<file path="config.mk">
export PLATFORM = sky130hd
export DESIGN_NAME = sdfa_neuron_array_flat
export DESIGN_NICKNAME = d
export VERILOG_FILES = /design/src/rtl/sdfa_neuron_array_if.sv /design/src/rtl/sdfa_neuron_array.sv /design/src/flat_wrapper.sv
export SDC_FILE = /design/constraint.sdc
export NUM_CORES = 1
export LEC_CHECK = 0
export ABC_AREA = 1
export CAP_MARGIN = 5
export CORE_ASPECT_RATIO = 0.8
export CORE_MARGIN = 2
export CORE_UTILIZATION = 60
export DETAILED_ROUTE_END_ITERATION = 7
export MAX_ROUTING_LAYER = met4
export PLACE_DENSITY_LB_ADDON = 0.2
export SKIP_LAST_GASP = 1
export SYNTH_ARGS = -nofsm -noshare
export SYNTH_HDL_FRONTEND = slang
export SYNTH_SLANG_ARGS = --single-unit
</file>
<file path="constraint.sdc">
create_clock -name clk -period 6.8 [get_ports clk]
set_input_delay 1.36 -clock clk [delete_from_list [all_inputs] [get_ports clk]]
set_output_delay 1.36 -clock clk [all_outputs]
set_load 0.01 [all_outputs]
</file>
<file path="src/rtl/sdfa_neuron_array_if.sv">
`default_nettype none
// ============================================================================
// Module   : sdfa_neuron_array_if
// Brief    : Block-level bus for sdfa_neuron_array: control, spike/weight
//            stream in, per-lane sums and fire results out.
// Revision : 1.0
// ============================================================================
interface sdfa_neuron_array_if #(
    parameter int N_NEURON  = 8,
    parameter int W_WIDTH   = 9,
    parameter int ACC_WIDTH = 10
);
    logic                            new_block;
    logic                            cal_en;
    logic                            input_spike;
    logic                            read_done;
    logic                            fire_mode;
    logic [ACC_WIDTH-1:0]            threshold;
    logic [N_NEURON*W_WIDTH-1:0]     weight;
    logic                            cal_done;
    logic                            out_valid;
    logic [N_NEURON-1:0]             out_spike;
    logic [N_NEURON*ACC_WIDTH-1:0]   sum;

    modport master (
        output new_block, cal_en, input_spike, read_done, fire_mode, threshold, weight,
        input  cal_done, out_valid, out_spike, sum
    );

    modport slave (
        input  new_block, cal_en, input_spike, read_done, fire_mode, threshold, weight,
        output cal_done, out_valid, out_spike, sum
    );
endinterface
`default_nettype wire

</file>
<file path="src/rtl/sdfa_neuron_array.sv">
`default_nettype none
// ============================================================================
// Module   : sdfa_neuron_array
// Brief    : N lanes of saturating signed spike accumulators sharing one input
//            spike, with an optional one-cycle integrate-and-fire phase.
// Revision : 1.0
// ============================================================================
module sdfa_neuron_array #(
    parameter int N_NEURON   = 8,
    parameter int W_WIDTH    = 9,
    parameter int ACC_WIDTH  = 10,
    parameter int HARD_RESET = 0
) (
    input  wire logic              clk,
    input  wire logic              rstn,
    sdfa_neuron_array_if.slave     bus
);

    typedef enum logic [1:0] {
        ST_ACC  = 2'd0,
        ST_FIRE = 2'd1,
        ST_DONE = 2'd2
    } state_t;

    localparam logic [ACC_WIDTH-1:0] C_ACC_MAX = {1'b0, {(ACC_WIDTH-1){1'b1}}};
    localparam logic [ACC_WIDTH-1:0] C_ACC_MIN = {1'b1, {(ACC_WIDTH-1){1'b0}}};

    state_t                               state_q;
    logic [N_NEURON-1:0][ACC_WIDTH-1:0]   sum_q;
    logic [N_NEURON-1:0]                  spike_q;
    logic                                 cal_done_q;
    logic                                 out_valid_q;

    logic [N_NEURON-1:0][ACC_WIDTH-1:0]   sum_add_d;
    logic [N_NEURON-1:0][ACC_WIDTH-1:0]   sum_fire_d;
    logic [N_NEURON-1:0]                  fire_d;

    // Operands are widened by one bit; a disagreement between the top two
    // result bits means overflow and the top bit tells which bound applies.
    function automatic logic [ACC_WIDTH-1:0] sat_fn(input logic [ACC_WIDTH:0] x);
        if (x[ACC_WIDTH] != x[ACC_WIDTH-1])
            return x[ACC_WIDTH] ? C_ACC_MIN : C_ACC_MAX;
        else
            return x[ACC_WIDTH-1:0];
    endfunction

    generate
        for (genvar g = 0; g < N_NEURON; g++) begin : g_lane
            logic [ACC_WIDTH-1:0] cur;
            logic [W_WIDTH-1:0]   w;
            logic [ACC_WIDTH:0]   add_ext;
            logic [ACC_WIDTH:0]   sub_ext;

            assign cur     = sum_q[g];
            assign w       = bus.weight[g*W_WIDTH +: W_WIDTH];
            assign add_ext = {cur[ACC_WIDTH-1], cur}
                           + {{(ACC_WIDTH+1-W_WIDTH){w[W_WIDTH-1]}}, w};
            assign sub_ext = {cur[ACC_WIDTH-1], cur}
                           - {bus.threshold[ACC_WIDTH-1], bus.threshold};

            assign sum_add_d[g] = sat_fn(add_ext);
            assign fire_d[g]    = $signed(cur) >= $signed(bus.threshold);

            if (HARD_RESET != 0) begin : g_hard
                assign sum_fire_d[g] = fire_d[g] ? '0 : cur;
            end else begin : g_soft
                assign sum_fire_d[g] = fire_d[g] ? sat_fn(sub_ext) : cur;
            end
        end
    endgenerate

    always_ff @(posedge clk or negedge rstn) begin
        if (!rstn) begin
            state_q     <= ST_ACC;
            sum_q       <= '0;
            spike_q     <= '0;
            cal_done_q  <= 1'b0;
            out_valid_q <= 1'b0;
        end else if (bus.new_block) begin
            state_q     <= ST_ACC;
            sum_q       <= '0;
            spike_q     <= '0;
            cal_done_q  <= 1'b0;
            out_valid_q <= 1'b0;
        end else begin
            out_valid_q <= 1'b0;
            case (state_q)
                ST_ACC: begin
                    if (bus.cal_en && bus.input_spike)
                        sum_q <= sum_add_d;
                    if (bus.read_done) begin
                        if (bus.fire_mode) begin
                            state_q <= ST_FIRE;
                        end else begin
                            state_q     <= ST_DONE;
                            spike_q     <= '0;
                            cal_done_q  <= 1'b1;
                            out_valid_q <= 1'b1;
                        end
                    end
                end
                ST_FIRE: begin
                    sum_q       <= sum_fire_d;
                    spike_q     <= fire_d;
                    state_q     <= ST_DONE;
                    cal_done_q  <= 1'b1;
                    out_valid_q <= 1'b1;
                end
                default: begin
                    // DONE: results are frozen until the next block starts
                end
            endcase
        end
    end

    assign bus.sum       = sum_q;
    assign bus.out_spike = spike_q;
    assign bus.cal_done  = cal_done_q;
    assign bus.out_valid = out_valid_q;

endmodule
`default_nettype wire

</file>
<file path="src/flat_wrapper.sv">
// flat-port wrapper written by rule: the top's interface ports become plain ports
module sdfa_neuron_array_flat 
#(
    parameter int N_NEURON   = 8,
    parameter int W_WIDTH    = 9,
    parameter int ACC_WIDTH  = 10,
    parameter int HARD_RESET = 0
)
  (clk, rstn, bus_new_block, bus_cal_en, bus_input_spike, bus_read_done, bus_fire_mode, bus_threshold, bus_weight, bus_cal_done, bus_out_valid, bus_out_spike, bus_sum);
  sdfa_neuron_array_if #(.N_NEURON(N_NEURON), .W_WIDTH(W_WIDTH), .ACC_WIDTH(ACC_WIDTH)) bus_i ();
  input  wire logic clk;
  input  wire logic rstn;
  input wire logic [$bits(bus_i.new_block)-1:0] bus_new_block;
  input wire logic [$bits(bus_i.cal_en)-1:0] bus_cal_en;
  input wire logic [$bits(bus_i.input_spike)-1:0] bus_input_spike;
  input wire logic [$bits(bus_i.read_done)-1:0] bus_read_done;
  input wire logic [$bits(bus_i.fire_mode)-1:0] bus_fire_mode;
  input wire logic [$bits(bus_i.threshold)-1:0] bus_threshold;
  input wire logic [$bits(bus_i.weight)-1:0] bus_weight;
  output wire logic [$bits(bus_i.cal_done)-1:0] bus_cal_done;
  output wire logic [$bits(bus_i.out_valid)-1:0] bus_out_valid;
  output wire logic [$bits(bus_i.out_spike)-1:0] bus_out_spike;
  output wire logic [$bits(bus_i.sum)-1:0] bus_sum;
  assign bus_i.new_block = bus_new_block;
  assign bus_i.cal_en = bus_cal_en;
  assign bus_i.input_spike = bus_input_spike;
  assign bus_i.read_done = bus_read_done;
  assign bus_i.fire_mode = bus_fire_mode;
  assign bus_i.threshold = bus_threshold;
  assign bus_i.weight = bus_weight;
  assign bus_cal_done = bus_i.cal_done;
  assign bus_out_valid = bus_i.out_valid;
  assign bus_out_spike = bus_i.out_spike;
  assign bus_sum = bus_i.sum;
  sdfa_neuron_array #(.N_NEURON(N_NEURON), .W_WIDTH(W_WIDTH), .ACC_WIDTH(ACC_WIDTH), .HARD_RESET(HARD_RESET)) u_core (.clk(clk), .rstn(rstn), .bus(bus_i));
endmodule
</file>
Word level (Yosys, flattened, before mapping)

Cells that the tools add are included.

Reduce and logical (&&, ||, !) cells: 13
Mux-type cells: 59
Add/sub/neg operators: 16
Equal/unequal tests: 28
Magnitude comparators: 8

Operators with widths:

| cell                                                             | count |
|---|---|
| 10-bit two-way mux                                               | 40 |
| 80-bit two-way mux                                               | 2 |
| 80-bit case mux with 2 select lines                              | 1 |
| 10-bit by 9-bit adder with 11-bit output                         | 8 |
| 10-bit by 10-bit subtractor with 11-bit output                   | 8 |
| 10-bit greater-or-equal comparator                               | 8 |
| 3-bit by 2-bit != test with 1-bit output (second input constant) | 9 |
| 3-bit AND reduction                                              | 9 |
| 8-bit two-way mux                                                | 3 |
| 1-bit != test                                                    | 16 |
| 8-bit case mux with 2 select lines                               | 1 |
| 1-bit two-way mux                                                | 6 |
| 2-bit two-way mux                                                | 3 |
| 3-bit != test (second input constant)                            | 2 |
| 1-bit case mux with 2 select lines                               | 2 |
| 2-bit case mux with 2 select lines                               | 1 |
| 3-bit nonzero test                                               | 1 |
| 2-bit by 1-bit == test with 1-bit output (second input constant) | 1 |
| 2-bit zero test                                                  | 1 |
| 2-bit AND reduction                                              | 1 |
| 1-bit logical AND                                                | 1 |

Input bits: 89
Output and inout port bits: 90
Register bits: 92
Logic and storage cells: 136

Depth between registers and ports, before layout

Depth after elaboration: 6
Mapped depth: 18
Depth with buffers taken out: 18

Worst setup path after synthesis

OpenSTA, ideal clock, no wires.

Kind: input -> register
From: input bus_weight[2]
To: register u_core.sum_q, in the netlist u_core.g_lane[0].cur[0]
Stages on the path: 16
Arrival time: 3.499 ns
Setup slack: 3.175 ns
Data required time: 6.674 ns
Library setup time: 0.126 ns
Path buffers: 0
Path through: ha_1 a21oi_1 nand2_1 nand3_1 nand2_1 nand2_1 nand2_1 a21oi_1 xor2_1 inv_1 ha_1 or2_2 a21oi_1 nor2_1 nand2_1 o21ai_0

Longest elaborated chain between the ends: 6
Elaborated cells on any way between the ends: 7
Classes of those cells: add/sub (1); eq/ne (1); mux (5)

Ends and longest elaborated chain:

| what                                                       | line                                             | source |
|---|---|---|
| from (decl)                                                | flat_wrapper.sv:19                               | `input wire logic [$bits(bus_i.weight)-1:0] bus_weight;` |
| 10-bit by 9-bit adder with 11-bit output *                 | sdfa_neuron_array.sv:57                          | `+ {{(ACC_WIDTH+1-W_WIDTH){w[W_WIDTH-1]}}, w};` |
| 10-bit two-way mux / 1-bit != test (equally long branches) | sdfa_neuron_array.sv:42, sdfa_neuron_array.sv:41 |  |
| 10-bit two-way mux *                                       | sdfa_neuron_array.sv:41                          | `if (x[ACC_WIDTH] != x[ACC_WIDTH-1])` |
| 80-bit two-way mux *                                       | sdfa_neuron_array.sv:89                          | `if (bus.cal_en && bus.input_spike)` |
| 80-bit case mux with 2 select lines *                      | sdfa_neuron_array.sv:87                          | `case (state_q)` |
| 80-bit two-way mux *                                       | sdfa_neuron_array.sv:79                          | `end else if (bus.new_block) begin` |
| to (signal assigned)                                       | sdfa_neuron_array.sv:90                          | `sum_q <= sum_add_d;` |
| to (signal assigned)                                       | sdfa_neuron_array.sv:103                         | `sum_q <= sum_fire_d;` |
| to (decl)                                                  | sdfa_neuron_array.sv:29                          | `logic [N_NEURON-1:0][ACC_WIDTH-1:0] sum_q;` |

Mark *: on every way between the ends. The rest lies on a longest branch, timed or not. The select of a mux whose other input is x is not followed.
A chain may end at the register's enable or synchronous reset.

Worst setup path in the final report

From: input bus_threshold[1]
To: register u_core.sum_q, in the netlist u_core.g_lane[7].cur[9]

Longest elaborated chain between the ends: 6
Elaborated cells on any way between the ends: 10
Classes of those cells: add/sub (1); order compare (1); eq/ne (2); mux (5); reduce/logical (1)

Ends and longest elaborated chain:

| what                                                       | line                                             | source |
|---|---|---|
| from (decl)                                                | flat_wrapper.sv:18                               | `input wire logic [$bits(bus_i.threshold)-1:0] bus_threshold;` |
| 10-bit by 10-bit subtractor with 11-bit output             | sdfa_neuron_array.sv:59                          | `- {bus.threshold[ACC_WIDTH-1], bus.threshold};` |
| 10-bit two-way mux / 1-bit != test (equally long branches) | sdfa_neuron_array.sv:42, sdfa_neuron_array.sv:41 |  |
| 10-bit two-way mux                                         | sdfa_neuron_array.sv:41                          |  |
| 10-bit two-way mux                                         | sdfa_neuron_array.sv:67                          | `assign sum_fire_d[g] = fire_d[g] ? sat_fn(sub_ext) : cur;` |
| 80-bit case mux with 2 select lines                        | sdfa_neuron_array.sv:87                          |  |
| 80-bit two-way mux                                         | sdfa_neuron_array.sv:79                          |  |

Parallel ways exist; a longest one is shown, timed or not. The select of a mux whose other input is x is not followed.

==> key figures <==
Worst setup path
  – Worst Path Required: 7.05 ns
  – Crit Path Category: in -> reg
  – Crit Path Max Fanout: 15
  – Buf/Inv on CP: 3
  – CP dominant cell by count: nand2_1
  – CP max stage delay: 0.77 ns
  – Worst path top cell family by delay: buffers and inverters
  – Startpoint type of the worst setup path: input pin
  – Critical Path Slowest Stage Cell: inv_1
  – CP Data Arrival Time: 4.41 ns
  – CP endpoint kind: flip-flop
  – CP cell instances: clkdlybuf4s50_1 > inv_1 > ha_1 > nand2_1 > nor2_1 > nand3_1 > nand3_1 > o21ai_0 > nand3_1 > nand2_1 > inv_2 > nand2_1 > nand2_1

Timing
  – Final hold viol count: 0
  – Setup Viol. Count Final: 0
  – Worst Clk Skew: 0.0136 ns
  – Worst hold slack: 0.481 ns
  – Period utilization: 61.2%
  – Worst-margin pin slew: 1.04 ns
  – Setup TNS: 0 ns
  – FMAX: 0.240 GHz
  – Minimum clock period: around 4.2 ns
  – Fin. max-slew vios: 0
  – RSZ-0062 raised after global routing: no
  – Relative max-transition margin: 30.5%

Cells and area
  – Layout cells sized above 1: ~4.8%
  – Post-Layout Cell Count: 2686
  – Area Overhead vs Synth: 16.5%
  – Post-layout util: a little under three quarters
  – Fillcell total: 2001
  – Number of antenna diodes: 0
  – Layout Nets: about 2.7k

Clock tree
  – Clk_lat worst skew: about 0.37 ns
  – Post-cts resize count: 0
  – Clock Tree Buf Depth: 2
  – Post-CTS Setup Bufs: 0
  – Clock Sinks: 92
  – Root Driver: clkbuf_16
  – H-tree Lvls: 3
  – # hold bufs at CTS: 0
  – Reg clk slew, reported paths: 0.06 ns
  – CTS tree: yes
  – TritonCTS Buffers: 9

Power
  – Comb pwr share: 79.8%
  – Max VDD drop: 0.293 mV
  – Clock power frac: just under 6%
  – Power Density: around 530 mW/mm²
  – Sw frac: 55.9%
  – NetSw: 4.76 mW
  – Pint: 3.75 mW
  – Static Leakage: between 8 and 9 nW
  – Flop pwr share: 14.3%

Placement
  – Hpwl dp: 31500 µm
  – Routability cong.: between 0.9 and 1
  – Port Buf Inserts: 178
  – Placed insts: around 2.7k

Floorplan
  – Row cnt: slightly below 50
  – Core Box Area: approximately 0.023 mm²
  – Initial Util: between 60 and 70%
  – Chip height: 140 µm
  – Ports: 179
  – Die Footprint: 0.0242 mm²
  – Chip Width: 174 µm

Routing
  – Detail Route Antenna Nets: 0
  – TritonRoute pass-1 iters: 5
  – Final wirelength: 40300 µm
  – DRC Markers: 0
  – Vias per cell: around 5.5
  – Vias post-DR: 14.8k
  – First DRT Iteration DRCs: 1201
  – DR WL/cell: 15.0 µm

Logic synthesis
  – Number of enable flip-flop cells after synthesis: 0
  – Sequential share of the synthesized area: between 10% and 20%
  – Seq cells post-synth: 92
  – Ys flop type: dfrtp_1
  – Synth top area cells: nand2_1 (20%), dfrtp_1 (17%), ha_1 (16%)
  – Leading area contributor after synthesis: nand2_1
  – Ys Warns: 0
  – Syn nets: ~2.5k
  – Syn avg cell area: 6.25 µm²
  – Synthesized instance count: 2207
  – Post-synth top area share: 20.3%
  – Distinct cells, synth: between 40 and 50
  – Top cells by count, synth: nand2_1 (747), inv_1 (279), a21oi_1 (178), nand3_1 (178), ha_1 (174)
  – Count leader, synth: nand2_1
  – Asr flop ratio synth: 100%
  – Synth Cell Area: 0.0138 mm²

Min path
  – Hold Crit Class: reg -> reg

Global route
  – GRT Total Usage: 33.8%
  – Vias in the first global route: approximately 14k
  – GRT overflow: 0
  – First-pass GRT wire length: roughly 66000 µm
  – Largest net degree at the start of global routing: 48
  – Initial antenna violation count: 0

Job
  – # Max-Cap Violations: 0

Outcome
  – Status: complete, no violations
## layer usage
layer | track usage, % | part of all wire (%) | up-vias
met5 | - | 0 | -
met4 | 8.18 | 2.2 | 0
met3 | 3.36 | 6.3 | 68
met2 | 56.2 | 46 | 538
met1 | 44.6 | 46 | 6721
li1 | - | - | 7483
## final cells by class
class | instances | area (µm²) | area share, %
Multi-Input combinational cell | 1800 | 10200 | 63.5
Sequential cell | 92 | 2300 | 14.3
Timing Repair Buffer | 179 | 1790 | 11.1
Inverter | 293 | 1130 | 7.00
Tap cell | 306 | 383 | 2.38
Clock buffer | 11 | 243 | 1.51
Clock inverter | 5 | 35.0 | 0.218
## path summary, 6_finish.rpt
kind	from	endpoint	slack (ns)	cells past startpoint
worst min-delay path	u_core.bus.out_spike[7]	u_core.bus.out_spike[7]	0.48	1
max in group asynchronous	rstn	u_core.g_lane[2].cur[4]	4.69	2
min in group asynchronous	rstn	u_core.g_lane[6].cur[3]	1.01	1
worst max register to register	u_core.g_lane[2].cur[2]	u_core.g_lane[2].cur[6]	3.67	17
worst min register to register	u_core.bus.out_spike[7]	u_core.bus.out_spike[7]	0.48	1
worst max-delay path	bus_threshold[1]	u_core.g_lane[7].cur[9]	2.64	13
## placed cells by master (no fill, tap or decap), types with 24 or more instances in the layout
master           netlist  routed
clkdlybuf4s50_1        0     177
nor2_2                24      24
nand3_1              178     178
a21oi_2               32      32
inv_1                279     279
a21oi_1              178     178
nor2_1               169     169
dfrtp_1               92      92
o21ai_0               60      60
xor2_1                48      48
ha_1                 174     174
nand2_1              747     747
nand4_1               26      26
xnor2_1               40      40
## cells by family (layout without fill, tap and decap cells)
kind of cell,Yosys count,after routing,share of synthesized area (%)
and+or+nand+nor,1191,1191,36.3
AOI/OAI and AO/OA,331,331,14.0
buffers and inverters,315,488,9.39
adders and majority gates,190,190,18.1
DFF,92,92,16.7
xor gates and xnor gates,88,88,5.58
## stage by stage
stage	area (µm²)	worst slack (ns)	total power, mW
CTS	16100	2.67	8.42
global placement	15800	2.36	7.73
global route	16100	2.40	9.42
floorplan	13800	3.17	6.17
detailed placement	15800	2.30	7.88
finish	16100	2.64	8.51
## power groups by stage
stage / combinational (mW) / clock (mW) / sequential (mW)
finish: 6.79 / 0.501 / 1.22
global route: 7.65 / 0.524 / 1.25
CTS: 6.71 / 0.503 / 1.21
detailed placement: 6.66 / 0 / 1.22
global placement: 6.52 / 0 / 1.21
floorplan: 4.97 / 0 / 1.19
## state kept, by name (all words and copies together) (netlist names)
name / cells
u_core.g_lane.cur: 80
u_core.bus.out_spike: 8
u_core.state_q: 2
u_core.bus.cal_done: 1
u_core.bus.out_valid: 1
No activity file was read; power rests on OpenSTA's default activity.
